[config.mk]
export PLATFORM = sky130hd
export DESIGN_NAME = risc_regfile_arbiter
export DESIGN_NICKNAME = d
export VERILOG_FILES = /design/src/rtl/risc_regfile_arbiter.sv
export SDC_FILE = /design/constraint.sdc
export NUM_CORES = 1
export LEC_CHECK = 0
export ABC_AREA = 0
export CAP_MARGIN = 30
export CORE_ASPECT_RATIO = 1.4
export CORE_MARGIN = 2
export CORE_UTILIZATION = 39
export DETAILED_ROUTE_END_ITERATION = 8
export PLACE_DENSITY = 0.81
export SYNTH_ARGS = -nofsm -noshare
export SYNTH_HDL_FRONTEND = slang
export SYNTH_SLANG_ARGS = --single-unit
[constraint.sdc]
create_clock -name clk -period 2.6 [get_ports clk]
set_input_delay 0.52 -clock clk [delete_from_list [all_inputs] [get_ports clk]]
set_output_delay 0.52 -clock clk [all_outputs]
set_load 0.02 [all_outputs]
[src/rtl/risc_regfile_arbiter.sv]
`default_nettype none
// ============================================================================
// Module   : risc_regfile_arbiter
// Purpose  : Shares a 2R/1W register file between the CPU core and a debug
//            port. After reset it clears every register to INIT_VALUE while
//            stalling the core. The core always has priority. Debug reads
//            borrow the rs2 read port and debug writes borrow the rd write
//            port, but only in slots the core leaves idle.
// Ports    :
//   clk, rst_n                 clock (rising edge), async active-low reset
//   core_rs1_addr              passed straight to rf_rs1_addr
//   core_rs2_addr/core_rs2_en  core rs2 read address / port in use
//   core_rd_addr/_write/core_rd core write address, enable, data
//   core_stall                 core must hold (clear sequence running)
//   dbg_req_*                  debug request (valid/ready handshake)
//   dbg_rsp_*                  debug read response (valid/ready handshake)
//   rf_rs1_addr/rf_rs2_addr    register file read addresses
//   rf_rd_addr/_write/rf_rd    register file write port
//   rf_rs2                     register file rs2 data (registered, 1 cycle)
// Revision : 1.0 - initial release
// ============================================================================
module risc_regfile_arbiter #(
  parameter int                DATA_W     = 8,
  parameter int                ADDR_W     = 4,
  parameter bit                INIT_EN    = 1'b1,
  parameter logic [DATA_W-1:0] INIT_VALUE = '0
) (
  input  logic              clk,
  input  logic              rst_n,
  input  logic [ADDR_W-1:0] core_rs1_addr,
  input  logic [ADDR_W-1:0] core_rs2_addr,
  input  logic              core_rs2_en,
  input  logic [ADDR_W-1:0] core_rd_addr,
  input  logic              core_rd_write,
  input  logic [DATA_W-1:0] core_rd,
  output logic              core_stall,
  input  logic              dbg_req_valid,
  output logic              dbg_req_ready,
  input  logic              dbg_req_write,
  input  logic [ADDR_W-1:0] dbg_req_addr,
  input  logic [DATA_W-1:0] dbg_req_wdata,
  output logic              dbg_rsp_valid,
  input  logic              dbg_rsp_ready,
  output logic [DATA_W-1:0] dbg_rsp_rdata,
  output logic [ADDR_W-1:0] rf_rs1_addr,
  output logic [ADDR_W-1:0] rf_rs2_addr,
  output logic [ADDR_W-1:0] rf_rd_addr,
  output logic              rf_rd_write,
  output logic [DATA_W-1:0] rf_rd,
  input  logic [DATA_W-1:0] rf_rs2
);

  typedef enum logic [1:0] {
    ST_INIT    = 2'd0,
    ST_IDLE    = 2'd1,
    ST_RD_WAIT = 2'd2,
    ST_RSP     = 2'd3
  } state_e;

  localparam logic [ADDR_W-1:0] CNT_LAST = '1;
  localparam state_e            ST_RESET = INIT_EN ? ST_INIT : ST_IDLE;

  state_e              state_q, state_d;
  logic [ADDR_W-1:0]   cnt_q, cnt_d;
  logic                fwd_q, fwd_d;
  logic [DATA_W-1:0]   fwd_data_q, fwd_data_d;
  logic                rsp_valid_q, rsp_valid_d;
  logic [DATA_W-1:0]   rsp_rdata_q, rsp_rdata_d;

  logic                rd_write_mux;

  always_ff @(posedge clk or negedge rst_n) begin
    if (!rst_n) begin
      state_q     <= ST_RESET;
      cnt_q       <= '0;
      fwd_q       <= 1'b0;
      fwd_data_q  <= '0;
      rsp_valid_q <= 1'b0;
      rsp_rdata_q <= '0;
    end else begin
      state_q     <= state_d;
      cnt_q       <= cnt_d;
      fwd_q       <= fwd_d;
      fwd_data_q  <= fwd_data_d;
      rsp_valid_q <= rsp_valid_d;
      rsp_rdata_q <= rsp_rdata_d;
    end
  end

  always_comb begin
    state_d       = state_q;
    cnt_d         = cnt_q;
    fwd_d         = fwd_q;
    fwd_data_d    = fwd_data_q;
    rsp_valid_d   = rsp_valid_q;
    rsp_rdata_d   = rsp_rdata_q;
    core_stall    = 1'b0;
    dbg_req_ready = 1'b0;
    rf_rs2_addr   = core_rs2_addr;
    rf_rd_addr    = core_rd_addr;
    rd_write_mux  = core_rd_write;
    rf_rd         = core_rd;

    case (state_q)
      ST_INIT: begin
        // Core writes are ignored here; the write port belongs to the clear.
        core_stall   = 1'b1;
        rd_write_mux = 1'b1;
        rf_rd_addr   = cnt_q;
        rf_rd        = INIT_VALUE;
        cnt_d        = cnt_q + 1'b1;
        if (cnt_q == CNT_LAST) begin
          state_d = ST_IDLE;
        end
      end

      ST_IDLE: begin
        // Debug only gets the port the core leaves unused this cycle.
        dbg_req_ready = dbg_req_write ? !core_rd_write : !core_rs2_en;
        if (dbg_req_valid && dbg_req_ready) begin
          if (dbg_req_write) begin
            rf_rd_addr   = dbg_req_addr;
            rd_write_mux = 1'b1;
            rf_rd        = dbg_req_wdata;
          end else begin
            rf_rs2_addr = dbg_req_addr;
            // The file reads before it writes, so a core write to the same
            // register on this edge would be missed; capture it instead.
            fwd_d       = core_rd_write && (core_rd_addr == dbg_req_addr);
            fwd_data_d  = core_rd;
            state_d     = ST_RD_WAIT;
          end
        end
      end

      ST_RD_WAIT: begin
        rsp_rdata_d = fwd_q ? fwd_data_q : rf_rs2;
        rsp_valid_d = 1'b1;
        state_d     = ST_RSP;
      end

      ST_RSP: begin
        if (dbg_rsp_ready) begin
          rsp_valid_d = 1'b0;
          state_d     = ST_IDLE;
        end
      end

      default: begin
        state_d = ST_IDLE;
      end
    endcase
  end

  // The reset state is INIT, whose write strobe must not reach the file
  // while reset is still asserted.
  assign rf_rd_write   = rd_write_mux & rst_n;
  assign rf_rs1_addr   = core_rs1_addr;
  assign dbg_rsp_valid = rsp_valid_q;
  assign dbg_rsp_rdata = rsp_rdata_q;

endmodule
`default_nettype wire

==> impl_metrics.tcl <==
set metrics [dict create \
    dr.pass1.iters 4 \
    class_of_the_most_critical_hold_timing_path "flip-flop to flip-flop" \
    post_cts_hold_buffer_count 0 \
    startpoint_class "input port" \
    grt_antenna_before_repair 0 \
    antenna_diode_instance_count 0 \
    cell_internal_pwr_uw 1260 \
    timing.hold.worst_path_depth 1 \
    ys_types 27 \
    fp.dieArea_um2 4190 \
    power_frac_clock_pct 10.1 \
    maxSlewViolCount 0 \
    cts_tree "done" \
    finalClockSkew_ns 0.00488 \
    worst_setup_hold_path_clk_slew_ns 0.08 \
    p_sw_share_pct 39.7 \
    postSynthCellCount 147 \
    grt_pass1_wl_um 5800 \
    slew-limit-headroom_pct 59.0 \
    hold-path-endpoint "fwd_data_q[0]" \
    worstPathRequired_ns 2.08 \
    detailroute.wirelength.met3_um 186 \
    seq_power_share_pct 34.5 \
    reg2reg_from "state_q[1]" \
    fin_hold_ws_ns 0.513 \
    hold_viol 0 \
    grt_pass1_vias 1245 \
    timing.reg2reg.setup_slack_ns 0.91 \
    post-route-period-util_pct 97.0 \
    clockRootBuffer "sky130_fd_sc_hd__clkbuf_8" \
    nets 272 \
    route.antenna.remaining_nets 0 \
    totalWireLength_um 3620 \
    relative_area_change_from_synthesis_to_final_layout_pct 56.6 \
    top_layer_used "met4" \
    vias_per_cell 5.12 \
    initial_utilization_pct 40.1 \
    p_comb_share_pct 55.4 \
    ys_seq_elements 24 \
    post_synth_instance_area_um2 1440 \
    post-dp-hpwl_um 2830 \
    worstSetupPathType "input port to output port" \
    wl_per_cell_um 14.0 \
    synthesis.area_per_instance_um2 9.77 \
    cts_htree_levels 1 \
    layout-drive-gt1-share_pct 12.0 \
    critical_path.max_fanout 6 \
    synthesis.yosys.warnings 0 \
    fmaxAchievable_mhz 396 \
    worstSkewPairLatency_ns 0.26 \
    remaining_drc_errors 0 \
    critical_path.endpoint_type "output port" \
    clock_tree.buffer_depth 2 \
    height_of_the_chip_um 75.8 \
    wl_met1_um 1500 \
    ir_worst_vdd_uv 511 \
    postSynth.topFlopCell "sky130_fd_sc_hd__dfrtp_1" \
    powerDensity_nw_per_um2 927 \
    critical_path_arrival_ns 2.00 \
    outcome "finished, final reports clean" \
    total_leakage_power_uw 0.00101 \
    clock-sinks 24 \
    num_vias 1326 \
    route.met2.wl_um 1890 \
    timing.final.crit_period_ns 2.52 \
    worst_slew_pin_slew_ns 0.615 \
    finish.instance_area_um2 2250 \
    count_of_final_setup_violators 0 \
    cap_viol_max_count 0 \
    pin_count 79 \
    cts_inserted_buffers 3 \
    netSwitchingPower_uw 827 \
    number_of_enable_type_register_cells_in_the_synthesized_netlist 0 \
    die_x_um 55.3 \
    rsz0062_at_grt "false" \
    grt_use_total_pct 17.5 \
    synth_sequential_area_ratio_pct 41.8 \
    grt_start_max_net_pins 25 \
    critical_path.reg2reg.endpoint "fwd_data_q[2]" \
    post_synth_arst_share_pct 100 \
    hold_start "fwd_data_q[0]" \
    drt-initial-drc-count 30 \
    core_area_um2 3580 \
    dpl_cell_area_um2 2210 \
    synth.net_count 200 \
    r2r_cells 5 \
    finalWeightedCongestion 0.705 \
    grt-ovfl-total 0 \
    rows 26 \
    portBuffers 70 \
]
-- flip-flops by register name (all words and copies together), names as in the netlist --
| name | cells |
|---|---|
| dbg_rsp_rdata | 8 |
| fwd_data_q | 8 |
| cnt_q | 4 |
| state_q | 2 |
| dbg_rsp_valid | 1 |
| fwd_q | 1 |
-- power by group through the flow --
stage               Combinational, uW  Sequential, uW  Clock (uW)
detailed placement               1190             725           0
floorplan                         652             755           0
finish                           1150             720         211
global placement                 1170             719           0
CTS                              1150             719         218
global route                     1250             755         234
-- cells in the mapped netlist (4+ instances only) --
cell type / instances / share of area, %
sky130_fd_sc_hd__ha_1: 6 / 5.2
sky130_fd_sc_hd__a22oi_1: 4 / 2.1
sky130_fd_sc_hd__xnor2_1: 6 / 3.7
sky130_fd_sc_hd__nand3_1: 15 / 5.2
sky130_fd_sc_hd__buf_4: 4 / 2.1
sky130_fd_sc_hd__clkbuf_1: 6 / 1.6
sky130_fd_sc_hd__a21oi_1: 8 / 2.8
sky130_fd_sc_hd__mux2_2: 10 / 7.8
sky130_fd_sc_hd__mux2_1: 4 / 3.1
sky130_fd_sc_hd__mux2i_1: 10 / 7.0
sky130_fd_sc_hd__nand2_1: 21 / 5.5
sky130_fd_sc_hd__inv_1: 4 / 1.0
sky130_fd_sc_hd__dfrtp_1: 24 / 42
sky130_fd_sc_hd__nor2_1: 9 / 2.4
-- cells in the final DEF (no fill, tap or decap), types with 2 or more instances in the layout --
cell                               n
sky130_fd_sc_hd__dfrtp_1          24
sky130_fd_sc_hd__nand2_1          21
sky130_fd_sc_hd__clkbuf_8          3
sky130_fd_sc_hd__a22oi_1           4
sky130_fd_sc_hd__ha_1              5
sky130_fd_sc_hd__dlygate4sd2_1    16
sky130_fd_sc_hd__buf_4             9
sky130_fd_sc_hd__nor2_1            9
sky130_fd_sc_hd__xnor2_1           6
sky130_fd_sc_hd__inv_1             4
sky130_fd_sc_hd__mux2_2           10
sky130_fd_sc_hd__clkdlybuf4s50_1  52
sky130_fd_sc_hd__o22ai_1           2
sky130_fd_sc_hd__nand3_1          15
sky130_fd_sc_hd__a21oi_1           8
sky130_fd_sc_hd__mux2i_1          10
sky130_fd_sc_hd__mux2_1            4
-- per-stage QoR --
| step | setup slack (ns) | TNS, ns | util [%] | total power, uW | instances |
|---|---|---|---|---|---|
| final | 0.0767 | 0 | 62.9 | 2090 | 259 |
| after global routing | 0.0111 | 0 | 62.9 | 2240 | 259 |
| after CTS | 0.0100 | 0 | 62.5 | 2090 | 259 |
| after detailed placement | -0.266 | -2.19 | 61.7 | 1920 | 256 |
| after global placement | -0.230 | -1.77 | 61.7 | 1890 | 256 |
| after floorplan | 0.403 | 0 | - | 1410 | 147 |
-- layout make-up --
class / count / area, um2
multi-input combinational: 106 / 769
timing repair buffer: 80 / 771
sequential: 24 / 601
tap: 42 / 52.6
inverter: 4 / 15.0
fill: 320 / 1330
clock buffer: 3 / 41.3
-- how the worst max path moves through the flow --
stage                              from              to  cells past startpoint
final                     dbg_req_valid  rf_rs2_addr[3]                      4
after floorplan              state_q[1]  rf_rs2_addr[0]                      6
after global routing      core_rd_write   rf_rd_addr[0]                      6
after global placement    dbg_req_write  rf_rs2_addr[3]                      4
after detailed placement  dbg_req_write  rf_rs2_addr[3]                      4
after CTS                 dbg_req_write  rf_rs2_addr[3]                      4
-- metal layers --
| layer | track usage, % | up-vias |
|---|---|---|
| li1 | - | 646 |
| met1 | 21.9 | 628 |
| met2 | 31.7 | 47 |
| met3 | 2.21 | 5 |
| met4 | 5.69 | 0 |
| met5 | 0 | - |
-- worst max-delay path, stage by stage --
cell and delay [ns]:
sky130_fd_sc_hd__clkdlybuf4s50_1 0.51, sky130_fd_sc_hd__and4bb_4 0.31, sky130_fd_sc_hd__mux2_2 0.34, sky130_fd_sc_hd__dlygate4sd2_1 0.32
-- kinds of logic (layout without fill, tap and decap cells) --
kind of cell / count (synthesis) / after routing / share of synthesized area (%)
XOR/XNOR: 7 / 7 / 4.27
multiplexers: 24 / 24 / 17.9
AO/OA/AOI/OAI: 16 / 16 / 7.40
flip-flops: 24 / 24 / 41.8
buffers and inverters: 17 / 87 / 5.75
AND/OR/NAND/NOR: 53 / 53 / 17.6
adder cells (fa/ha/maj): 6 / 6 / 5.23
-- timing repair --
item | 4_1_cts | 5_1_grt
resized for setup | 19 | 3
endpoints found under the setup margin | 17 | 5
endpoints found under the hold margin | 0 | 0
setup buffers | 0 | 0
pin swaps | 1 | 1
No activity file was read; power rests on OpenSTA's default activity.
